**config.mk**
```make
export PLATFORM = sky130hd
export DESIGN_NAME = joy_input_conditioner
export DESIGN_NICKNAME = d
export VERILOG_FILES = /design/src/rtl/joy_input_conditioner.sv
export SDC_FILE = /design/constraint.sdc
export NUM_CORES = 1
export LEC_CHECK = 0
export BUFFER_PORTS_ARGS = -buffer_cell sky130_fd_sc_hd__buf_4
export CORE_MARGIN = 2
export CORE_UTILIZATION = 30
export DETAILED_ROUTE_END_ITERATION = 16
export SLEW_MARGIN = 5
export SYNTH_ARGS = -nofsm -noshare
export SYNTH_HDL_FRONTEND = slang
export SYNTH_SLANG_ARGS = --single-unit
```
**constraint.sdc**
```tcl
create_clock -name clock -period 2.85 [get_ports clock]
set_input_delay 0.285 -clock clock [delete_from_list [all_inputs] [get_ports clock]]
set_output_delay 0.285 -clock clock [all_outputs]
set_load 0.1 [all_outputs]
```
**src/rtl/joy_input_conditioner.sv**
```systemverilog
// Joystick/pause conditioner: sync, debounce, direction arbitration, pause toggle.
// Optional JOY_DIR_LATCH_EN holds the last pressed direction after release.
module joy_input_conditioner #(
    parameter int DEBOUNCE_CYCLES = 500000,
    parameter int CNT_W           = 20,
    parameter bit ACTIVE_LOW      = 1'b0
) (
    input  logic clock,
    input  logic reset,
    input  logic joy_n,
    input  logic joy_e,
    input  logic joy_s,
    input  logic joy_w,
    input  logic pause_btn,
    output logic dir_up,
    output logic dir_right,
    output logic dir_down,
    output logic dir_left,
    output logic dir_change,
    output logic paused
);

    typedef enum logic [2:0] {
        S_IDLE,
        S_UP,
        S_RIGHT,
        S_DOWN,
        S_LEFT
    } state_t;

    localparam logic [CNT_W-1:0] CNT_MAX = CNT_W'(DEBOUNCE_CYCLES - 1);
    localparam logic [4:0]       REL     = {5{ACTIVE_LOW}};

    // Line index: 0 up, 1 right, 2 down, 3 left, 4 pause
    logic [4:0]       raw;
    logic [4:0]       sync1_q, sync2_q, synced;
    logic [4:0]       stable_q, stable_d, stable_dly_q;
    logic [4:0]       press;
    logic [CNT_W-1:0] cnt_q [5];
    logic [CNT_W-1:0] cnt_d [5];

    state_t     state_q, state_d;
    logic       paused_q, paused_d;
    logic [3:0] dirs_q, dirs_d;
    logic       change_q;
    logic       release_evt;

    assign raw    = {pause_btn, joy_w, joy_s, joy_e, joy_n};
    assign synced = sync2_q ^ REL;
    assign press  = stable_q & ~stable_dly_q;

    always_comb begin
        for (int i = 0; i < 5; i++) begin
            stable_d[i] = stable_q[i];
            cnt_d[i]    = '0;
            if (synced[i] != stable_q[i]) begin
                if (cnt_q[i] == CNT_MAX) begin
                    stable_d[i] = synced[i];
                end else begin
                    cnt_d[i] = cnt_q[i] + 1'b1;
                end
            end
        end
    end

    function automatic state_t pick(input logic [3:0] v);
        if (v[0]) return S_UP;
        if (v[1]) return S_RIGHT;
        if (v[2]) return S_DOWN;
        if (v[3]) return S_LEFT;
        return S_IDLE;
    endfunction

    function automatic logic [3:0] decode(input state_t s);
        logic [3:0] d;
        d = 4'b0000;
        unique case (s)
            S_UP:    d = 4'b0001;
            S_RIGHT: d = 4'b0010;
            S_DOWN:  d = 4'b0100;
            S_LEFT:  d = 4'b1000;
            default: d = 4'b0000;
        endcase
        return d;
    endfunction

`ifdef JOY_DIR_LATCH_EN
    assign release_evt = 1'b0;
`else
    logic cur_held;

    always_comb begin
        cur_held = 1'b1;
        unique case (state_q)
            S_UP:    cur_held = stable_q[0];
            S_RIGHT: cur_held = stable_q[1];
            S_DOWN:  cur_held = stable_q[2];
            S_LEFT:  cur_held = stable_q[3];
            default: cur_held = 1'b1;
        endcase
    end

    assign release_evt = ~cur_held;
`endif

    // Frozen while paused; new presses beat release re-evaluation
    always_comb begin
        state_d = state_q;
        if (!paused_q) begin
            if (|press[3:0]) begin
                state_d = pick(press[3:0]);
            end else if (release_evt) begin
                state_d = pick(stable_q[3:0]);
            end
        end
        paused_d = paused_q ^ press[4];
        dirs_d   = paused_d ? 4'b0000 : decode(state_d);
    end

    always_ff @(posedge clock) begin
        if (reset) begin
            sync1_q      <= REL;
            sync2_q      <= REL;
            stable_q     <= '0;
            stable_dly_q <= '0;
            for (int i = 0; i < 5; i++) cnt_q[i] <= '0;
            state_q      <= S_IDLE;
            paused_q     <= 1'b0;
            dirs_q       <= 4'b0000;
            change_q     <= 1'b0;
        end else begin
            sync1_q      <= raw;
            sync2_q      <= sync1_q;
            stable_q     <= stable_d;
            stable_dly_q <= stable_q;
            for (int i = 0; i < 5; i++) cnt_q[i] <= cnt_d[i];
            state_q      <= state_d;
            paused_q     <= paused_d;
            dirs_q       <= dirs_d;
            change_q     <= (dirs_d != dirs_q);
        end
    end

    assign dir_up     = dirs_q[0];
    assign dir_right  = dirs_q[1];
    assign dir_down   = dirs_q[2];
    assign dir_left   = dirs_q[3];
    assign dir_change = change_q;
    assign paused     = paused_q;

endmodule
```
# Word-level counts from Yosys, hierarchy flattened
# Memory sizes are Yosys's and may differ from the RTL's.
# Index checks and enable logic that the tools add are counted.
[totals] register_bits=29 mem_bits_rw=100 inputBits=7 output_inout_bits=6 word_cells=131 mem_count=1
[mem_list] name="cnt_q" depth=5 word_bits=20 rd=5 rd_ports_with_merged_regs=0 write_ports=5 line="39" rtl="logic [CNT_W-1:0] cnt_q [5];"
[classes] addsub=5 n_eq_ne=19 n_mux=80 bitwise_logic=8 reduce_logical=6
[ops] op="$mux W20" count=15
[ops] op="$add A20 B1 Y20 const B" count=5
[ops] op="$eq A20 B19 Y1 const B" count=5
[ops] op="$mux W3" count=19
[ops] op="$mux W1" count=43
[ops] op="$pmux W4 S4" count=1
[ops] op="$eq A3 B2 Y1 const B" count=4
[ops] op="$reduce_and A2 Y1" count=5
[ops] op="$eq A3 B1 Y1 const B" count=2
[ops] op="$eq A3 B3 Y1 const B" count=2
[ops] op="$and A5 B5 Y5" count=1
[ops] op="$ne A1 B1 Y1" count=5
[ops] op="$not A5 Y5" count=1
[ops] op="$or A1 B1 Y1" count=5
[ops] op="$mux W4" count=1
[ops] op="$ne A4 B4 Y1" count=1
[ops] op="$pmux W1 S4" count=1
[ops] op="$reduce_or A4 Y1" count=1
[ops] op="$xor A1 B1 Y1" count=1

# Depth between registers and ports, before layout
# Gate-level depths: netlist of the first run.
[depth] ltp_word=31 mapped_depth=8 ltp_nobuf=8

# Worst setup path after synthesis of the first run
# No wires, ideal clock.
[synth_timing] path_kind="register -> register" start="reg paused_q (netlist: paused)" end="reg change_q (netlist: dir_change)" setup_time_ns=0.101 arrival_time_ns=2.261 required_ns=2.749 path_slack_ns=0.488 path_stages_with_launch=8 path_buffers=1 period_less_slack_ns=2.362 path_cell_list="dfxtp_1 > clkbuf_1 > a211oi_1 > nor3b_1 > a22o_1 > nand2_1 > o211ai_2 > o41ai_1"
[synth_between] elab_chain_cells=5 elab_cells_between_ends=9 classes_between="eq/ne: 5; mux: 3; bitwise: 1"
[synth_rtl] element="from (decl)" line="43" rtl="logic paused_q, paused_d;"
[synth_rtl] element="from (signal assigned)" line="138" rtl="paused_q <= paused_d;"
[synth_rtl] element="$mux W3" line="109" rtl="if (!paused_q) begin"
[synth_rtl] element="$eq A3 B3 Y1, or another cell as far along" line="77" rtl="unique case (s)"
[synth_rtl] element="$pmux W4 S4" line="77"
[synth_rtl] element="$mux W4 (*)" line="117" rtl="dirs_d = paused_d ? 4'b0000 : decode(state_d);"
[synth_rtl] element="$ne A4 B4 Y1 (*)" line="140" rtl="change_q <= (dirs_d != dirs_q);"
[synth_rtl] element="to (signal assigned)" line="140"
[synth_rtl] element="to (decl)" line="45" rtl="logic change_q;"
# Every way passes the cells marked *; elsewhere a longest branch is shown, timed or not.
# A chain may end at the register's enable or synchronous reset.

# Worst setup path after layout of the first run
[layout_timing] start="reg stable_q[2]" end="reg change_q (netlist: dir_change)"
[layout_between] elab_chain_cells=16 elab_cells_between_ends=36 classes_between="eq/ne: 5; mux: 29; bitwise: 1; reduce/logical: 1"
[layout_rtl] element="from (decl)" line="37" rtl="logic [4:0] stable_q, stable_d, stable_dly_q;"
[layout_rtl] element="from (signal assigned)" line="134" rtl="stable_q <= stable_d;"
[layout_rtl] element="$mux W1 (2 in series)" line="69" rtl="if (v[2]) return S_DOWN;"
[layout_rtl] element="$mux W1" line="68" rtl="if (v[1]) return S_RIGHT;"
[layout_rtl] element="$mux W1" line="112" rtl="end else if (release_evt) begin"
[layout_rtl] element="$mux W1" line="110" rtl="if (|press[3:0]) begin"
[layout_rtl] element="$mux W1" line="109"
[layout_rtl] element="$mux W3" line="70" rtl="if (v[3]) return S_LEFT;"
[layout_rtl] element="$mux W3" line="69"
[layout_rtl] element="$mux W3" line="68"
[layout_rtl] element="$mux W3" line="112"
[layout_rtl] element="$mux W3 (*)" line="110"
[layout_rtl] element="$mux W3 (*)" line="109"
[layout_rtl] element="$eq A3 B3 Y1, or another cell as far along" line="77"
[layout_rtl] element="$pmux W4 S4 (*)" line="77"
[layout_rtl] element="$mux W4 (*)" line="117"
[layout_rtl] element="$ne A4 B4 Y1 (*)" line="140"
# Every way passes the cells marked *; elsewhere a longest branch is shown, timed or not. The select of a mux whose other input is x is not followed.

==> impl_metrics.py, run 1 <==
metrics = {
    "worst_hold_path": {
        "holdCritPathClass": "input pin to register",
        "hp-start": "joy_n",
        "whs_endpoint": "sync1_q[0]",
        "hold_depth": 2,
    },
    "synth": {
        "ys_seq_elements": 129,
        "synthTopCellsByArea": "dfxtp_1, xor2_1, nor2_1",
        "syn_area_um2": 5440,
        "yosysTopAreaCell": "dfxtp_1",
        "synth_ff_type": "dfxtp_1",
        "syn_nets": 634,
        "yosys_warnings": 0,
        "synth_edf_count": 0,
        "synthArstFlopShare": 0,
        "synth_cell_types": 42,
        "avgSynthCellArea_um2": 8.75,
        "synthCells": 622,
        "yosys.area.top_type_share": 0.474,
        "ys_seq_area_frac": 0.474,
    },
    "critical_path": {
        "reg2reg_from": "stable_q[2]",
        "reg2regPathDepth": 7,
        "critical_path_required_ns": 3.13,
        "crit_path_end_kind": "register",
        "worstSetupPathType": "register to register",
        "arrival_ns": 2.49,
        "path_max_fanout": 10,
        "reg2reg_to": "dir_change",
        "startpoint_type": "register",
        "rrSetupSlack_ns": 0.63,
    },
    "cts": {
        "clk_latency_ns": 0.41,
        "cts-resized-gates": 0,
        "cts_tree": "yes",
        "cts.clk_slew.worst_paths_ns": 0.05,
        "clock_sinks": 129,
        "cts_max_path_buffers": 2,
        "cts_buffers": 17,
        "h-tree-depth": 4,
        "postCtsSetupRepairBufs": 0,
        "clock-root-buffer": "clkbuf_16",
        "hold_buffers": 0,
    },
    "sta": {
        "rsz0062_at_grt": "no",
        "fmax_mhz": 451,
        "relSlewSlack": 0.526,
        "fin_ws_ns": 0.634,
        "slew_violations": 0,
        "clock_skew_ns": 0.00637,
        "finalSetupTns_ns": 0,
        "fin_crit_sh": 0.778,
        "worst_slew_pin_slew_ns": 0.706,
        "setup_violations": 0,
        "period_minus_slack_ns": 2.22,
        "hold_violations": 0,
    },
    "power": {
        "peakVddDrop_mv": 0.429,
        "seqPwrFrac": 0.461,
        "p_sw_frac": 0.198,
        "clkPwrFrac": 0.530,
        "combPwrFrac": 0.009,
        "p_leak_nw": 2.12,
        "power.density_nw_per_um2": 622,
        "p_sw_mw": 0.778,
        "p_int_mw": 3.16,
    },
    "grt": {
        "overflow": 0,
        "grt_pass1_vias": 3663,
        "grt_antenna_before_repair": 0,
        "grt.total_usage": 0.0993,
        "grt_max_degree": 34,
        "grt_pass1_wl_um": 16100,
    },
    "final_layout": {
        "nNetsFinal": 647,
        "area_delta_synth_final_pct": 16.3,
        "fillCellCount": 1838,
        "layout-drive-gt1-share": 0.0694,
        "multi_input_area_um2": 2740,
        "diodes": 0,
        "regArea_um2": 2580,
    },
    "die": {
        "fp.dieW_um": 139,
        "initial_core_util": 0.304,
        "rows": 49,
        "core-area_um2": 17900,
        "die_y_um": 139,
        "ios": 13,
        "dieArea_um2": 19200,
    },
    "drt": {
        "drt_iter0_markers": 180,
        "ant_nets": 0,
        "wl_per_cell_um": 10.5,
        "via_per_inst": 4.51,
        "drc": 0,
        "wl_um": 9230,
        "vias": 3958,
        "dr.pass1.iters": 4,
    },
    "placed_design": {
        "place_congestion": 0.738,
        "hpwl_um": 6160,
        "dp_slack_ns": 0.664,
        "io_buffers": 12,
    },
    "status": {
        "status": "finished, final reports clean",
    },
    "job": {
        "maxCapViolCount": 0,
    },
}
## layer usage
| metal | wire [µm] | track usage | up-vias |
|---|---|---|---|
| met1 | 4660 | 0.124 | 1782 |
| met4 | 169 | 0.0447 | 0 |
| met5 | 0 | 0 | - |
| met2 | 4120 | 0.161 | 38 |
| li1 | - | - | 2123 |
| met3 | 284 | 0.0262 | 15 |
## cells by family (layout without fill, tap and decap cells)
group,Yosys count,after routing,synth area share
muxes,5,5,0.00919
buffers and inverters,30,56,0.0221
adders and majority gates,5,5,0.0115
AOI/OAI and AO/OA,43,43,0.0531
and+or+nand+nor,324,324,0.291
xor gates and xnor gates,86,86,0.138
DFF,129,129,0.474
## how the worst max path moves through the flow
stage	start	slack, ns	to	cells past startpoint
after floorplan	paused	0.49	dir_change	7
after global placement	stable_q[2]	0.65	dir_change	7
after detailed placement	stable_q[2]	0.66	dir_change	7
after CTS	stable_q[2]	0.64	dir_change	7
after global routing	cnt_q[0][26]	0.43	cnt_q[0][25]	5
final	stable_q[2]	0.63	dir_change	7
## synthesized netlist by cell type (2+ instances only)
| cell | count |
|---|---|
| a211o_1 | 4 |
| a211oi_1 | 3 |
| a21o_1 | 3 |
| a21oi_1 | 11 |
| and3_1 | 16 |
| and4_1 | 3 |
| buf_2 | 3 |
| clkbuf_1 | 14 |
| dfxtp_1 | 129 |
| ha_1 | 5 |
| inv_1 | 12 |
| mux2i_1 | 5 |
| nand2_1 | 48 |
| nand2b_1 | 4 |
| nand3_1 | 42 |
| nand4_1 | 11 |
| nand4b_1 | 4 |
| nor2_1 | 118 |
| nor2b_1 | 30 |
| nor3_1 | 12 |
| nor3b_1 | 3 |
| nor4_1 | 8 |
| nor4b_1 | 7 |
| o21ai_0 | 9 |
| o21ai_1 | 2 |
| or3_1 | 16 |
| xnor2_1 | 31 |
| xor2_1 | 55 |
## flip-flops by register name, indices dropped and copies added, names as in the netlist
register	flops
cnt_q	100
stable_dly_q	5
sync2_q	5
dir_change	1
stable_q	5
sync1_q	5
paused	1
state_q	3
dirs_q	4
## power groups by stage
| stage | clock [mW] | sequential [mW] | combinational, mW |
|---|---|---|---|
| after floorplan | 0 | 1.86 | 0.0242 |
| after global placement | 0 | 1.86 | 0.0369 |
| after detailed placement | 0 | 1.86 | 0.0367 |
| after CTS | 2.15 | 1.82 | 0.0367 |
| after global routing | 2.23 | 1.82 | 0.0408 |
| final | 2.09 | 1.82 | 0.0353 |
## through the flow
| stage | instance area, µm² | total power [mW] | hold WS [ns] | std cells | util |
|---|---|---|---|---|---|
| 2_1_floorplan | 5440 | 1.88 | 0.413 | 622 | - |
| 3_5_place_dp | 5750 | 1.89 | 0.426 | 845 | 0.321 |
| 3_3_place_gp | 5750 | 1.89 | 0.417 | 845 | 0.321 |
| 6_report | 6330 | 3.94 | 0.0930 | 877 | 0.354 |
| 5_1_grt | 6330 | 4.08 | 0.0920 | 877 | 0.354 |
| 4_1_cts | 6330 | 4.00 | 0.0806 | 877 | 0.354 |
## layout make-up
cell class                      count  share of cell area
Clock buffer                       24              0.0808
Clock inverter                      8              0.0121
Inverter                           12             0.00711
Multi-Input combinational cell    463               0.433
Sequential cell                   129               0.408
Tap cell                          229              0.0452
Timing Repair Buffer               12              0.0142
## critical path, stage by stage (launching register included)
cell      delay (ns)
dfxtp_1         0.41
nor2b_1         0.22
nor4_1          0.39
nand3_1         0.19
a221oi_1        0.52
nand4_1         0.16
nand4b_1        0.14
o41ai_1         0.08
## cells in the final DEF, fill, tap and decap left out, drive strengths merged, types with 16 or more instances in the layout
cell type / Yosys / layout
dfxtp: 129 / 129
nor2b: 30 / 30
and3: 16 / 16
xor2: 55 / 55
nor2: 118 / 118
or3: 16 / 16
clkbuf: 14 / 24
xnor2: 31 / 31
nand3: 42 / 42
nand2: 48 / 48
Note: power is estimated with default switching activity, not from simulation.
==> run 2, diff against run 1 <==
==> constraint.sdc (replaced) <==
create_clock -name clock -period 2 [get_ports clock]
set_input_delay 0.2 -clock clock [delete_from_list [all_inputs] [get_ports clock]]
set_output_delay 0.2 -clock clock [all_outputs]
set_load 0.1 [all_outputs]
==> impl_metrics.py, run 2 (synthesis gave the netlist of run 1 again) <==
metrics = {
    "grt": {
        "grt.total_usage": 0.108,
        "grt_max_degree": 34,
        "overflow": 0,
        "grt_pass1_vias": 3882,
        "grt_antenna_before_repair": 0,
        "grt_pass1_wl_um": 17200,
    },
    "placed_design": {
        "hpwl_um": 6530,
        "place_congestion": 0.787,
        "placed_area_um2": 6020,
        "io_buffers": 12,
    },
    "die": {
        "ios": 13,
        "core-area_um2": 17900,
        "rows": 49,
        "dieArea_um2": 19200,
        "fp.dieW_um": 139,
        "initial_core_util": 0.304,
        "die_y_um": 139,
    },
    "final_layout": {
        "fin_area_um2": 6690,
        "area_delta_synth_final_pct": 22.9,
        "final_util": 0.374,
        "nNetsFinal": 681,
        "layout_common_cells": "dfxtp_1, nor2_1, xor2_1",
        "regMostFlops": "cnt_q",
        "fillCellCount": 1818,
        "diodes": 0,
        "largest_reg_flops": 100,
        "layout-drive-gt1-share": 0.125,
        "layout_commonest_cell": "dfxtp_1",
    },
    "critical_path": {
        "path_max_fanout": 7,
        "arrival_ns": 2.26,
        "reg2regPathDepth": 7,
        "worstSetupPathType": "register to register",
        "critical_path_required_ns": 2.29,
        "startpoint_type": "register",
        "crit_path_end_kind": "register",
    },
    "worst_hold_path": {
        "hold_depth": 2,
        "holdCritPathClass": "input pin to register",
    },
    "cts": {
        "clk_latency_ns": 0.42,
        "h-tree-depth": 4,
        "clock-root-buffer": "clkbuf_16",
        "cts_tree": "yes",
        "cts_max_path_buffers": 2,
        "cts_buffers": 17,
        "clock_sinks": 129,
        "cts.clk_slew.worst_paths_ns": 0.06,
    },
    "power": {
        "power.density_nw_per_um2": 869,
        "combPwrFrac": 0.011,
        "seqPwrFrac": 0.445,
        "p_int_mw": 4.58,
        "clkPwrFrac": 0.544,
        "p_sw_frac": 0.212,
        "p_sw_mw": 1.23,
        "peakVddDrop_mv": 0.508,
        "p_leak_nw": 2.32,
    },
    "sta": {
        "setup_violations": 0,
        "fin_crit_sh": 0.986,
        "fmax_mhz": 507,
        "period_minus_slack_ns": 1.97,
        "fin_hold_ws_ns": 0.00626,
        "hold_violations": 0,
        "rsz0062_at_grt": "yes",
        "worst_slew_pin_slew_ns": 0.446,
        "slew_violations": 0,
        "clock_skew_ns": 0.00787,
        "relSlewSlack": 0.700,
    },
    "drt": {
        "wl_per_cell_um": 10.7,
        "via_per_inst": 4.58,
        "drt_iter0_markers": 141,
        "vias": 4172,
        "dr.pass1.iters": 4,
        "ant_nets": 0,
        "wl_um": 9730,
        "drc": 0,
    },
    "status": {
        "status": "finished, final reports clean",
    },
    "job": {
        "maxCapViolCount": 0,
    },
}
run 2: cell count changes in the layout (fill, tap and decap cells not counted), sizes merged:
| cell | delta |
|---|---|
| buf | +31 |
| bufinv | +2 |
| clkbuf | -7 |
| clkinv | +2 |
| dlygate4sd3 | +3 |
| inv | +3 |
run 2: worst max-delay path, cell delays in order (launching register included):
cell      delay (ns)
dfxtp_2         0.38
nor3b_1         0.07
a211o_1         0.30
a211o_1         0.27
a22o_2          0.22
or3b_1          0.38
o211ai_2        0.15
o41ai_1         0.09
run 2: worst paths after layout:
| check | endpoint | start | slack [ns] |
|---|---|---|---|
| setup / recovery | dir_change | stable_q[1] | 0.03 |
| hold / removal | sync1_q[0] | joy_n | 0.006 |
| setup reg to reg | dir_change | stable_q[1] | 0.03 |
| hold reg to reg | sync2_q[1] | sync1_q[1] | 0.44 |
run 2: power by group through the flow:
stage | Combinational [mW] | Sequential (mW) | Clock (mW)
2_1_floorplan | 0.0345 | 2.64 | 0
3_3_place_gp | 0.0620 | 2.64 | 0
3_5_place_dp | 0.0623 | 2.64 | 0
4_1_cts | 0.0670 | 2.59 | 3.25
5_1_grt | 0.0724 | 2.59 | 3.36
6_report | 0.0645 | 2.59 | 3.16
run 2: layer usage:
layer  routed length [µm]  share of wire  vias to the layer above  global-route usage
met5                    0              0                        -                   0
li1                     -              -                     2197                   -
met3                  268          0.028                       13              0.0335
met4                  133          0.014                        0              0.0473
met1                 4970           0.51                     1931               0.132
met2                 4360           0.45                       31               0.175
run 2: layout make-up:
| type | instances | area [µm²] | share of cell area |
|---|---|---|---|
| clock inverter | 15 | 184 | 0.0275 |
| inverter | 12 | 45.0 | 0.00673 |
| tap | 229 | 287 | 0.0428 |
| clock buffer | 17 | 425 | 0.0636 |
| timing repair buffer | 46 | 403 | 0.0602 |
| sequential | 129 | 2590 | 0.387 |
| multi-input combinational | 463 | 2760 | 0.412 |
run 2: timing repair:
item                                   CTS  global route
pin swaps                                0             1
endpoints found under the hold margin    3             0
gates resized for setup                  2             5
setup buffers                            0             2
setup endpoints to repair                1            16
hold buffers                             3             0
run 2: stage by stage:
step           cells  worst slack (ns)  TNS [ns]  total power [mW]
2_1_floorplan    622            0.0181         0              2.68
3_3_place_gp     874           0.00601         0              2.71
3_5_place_dp     874           -0.0211   -0.0211              2.71
4_1_cts          909           0.00958         0              5.90
5_1_grt          911           -0.0741   -0.0753              6.02
6_report         911            0.0285         0              5.81
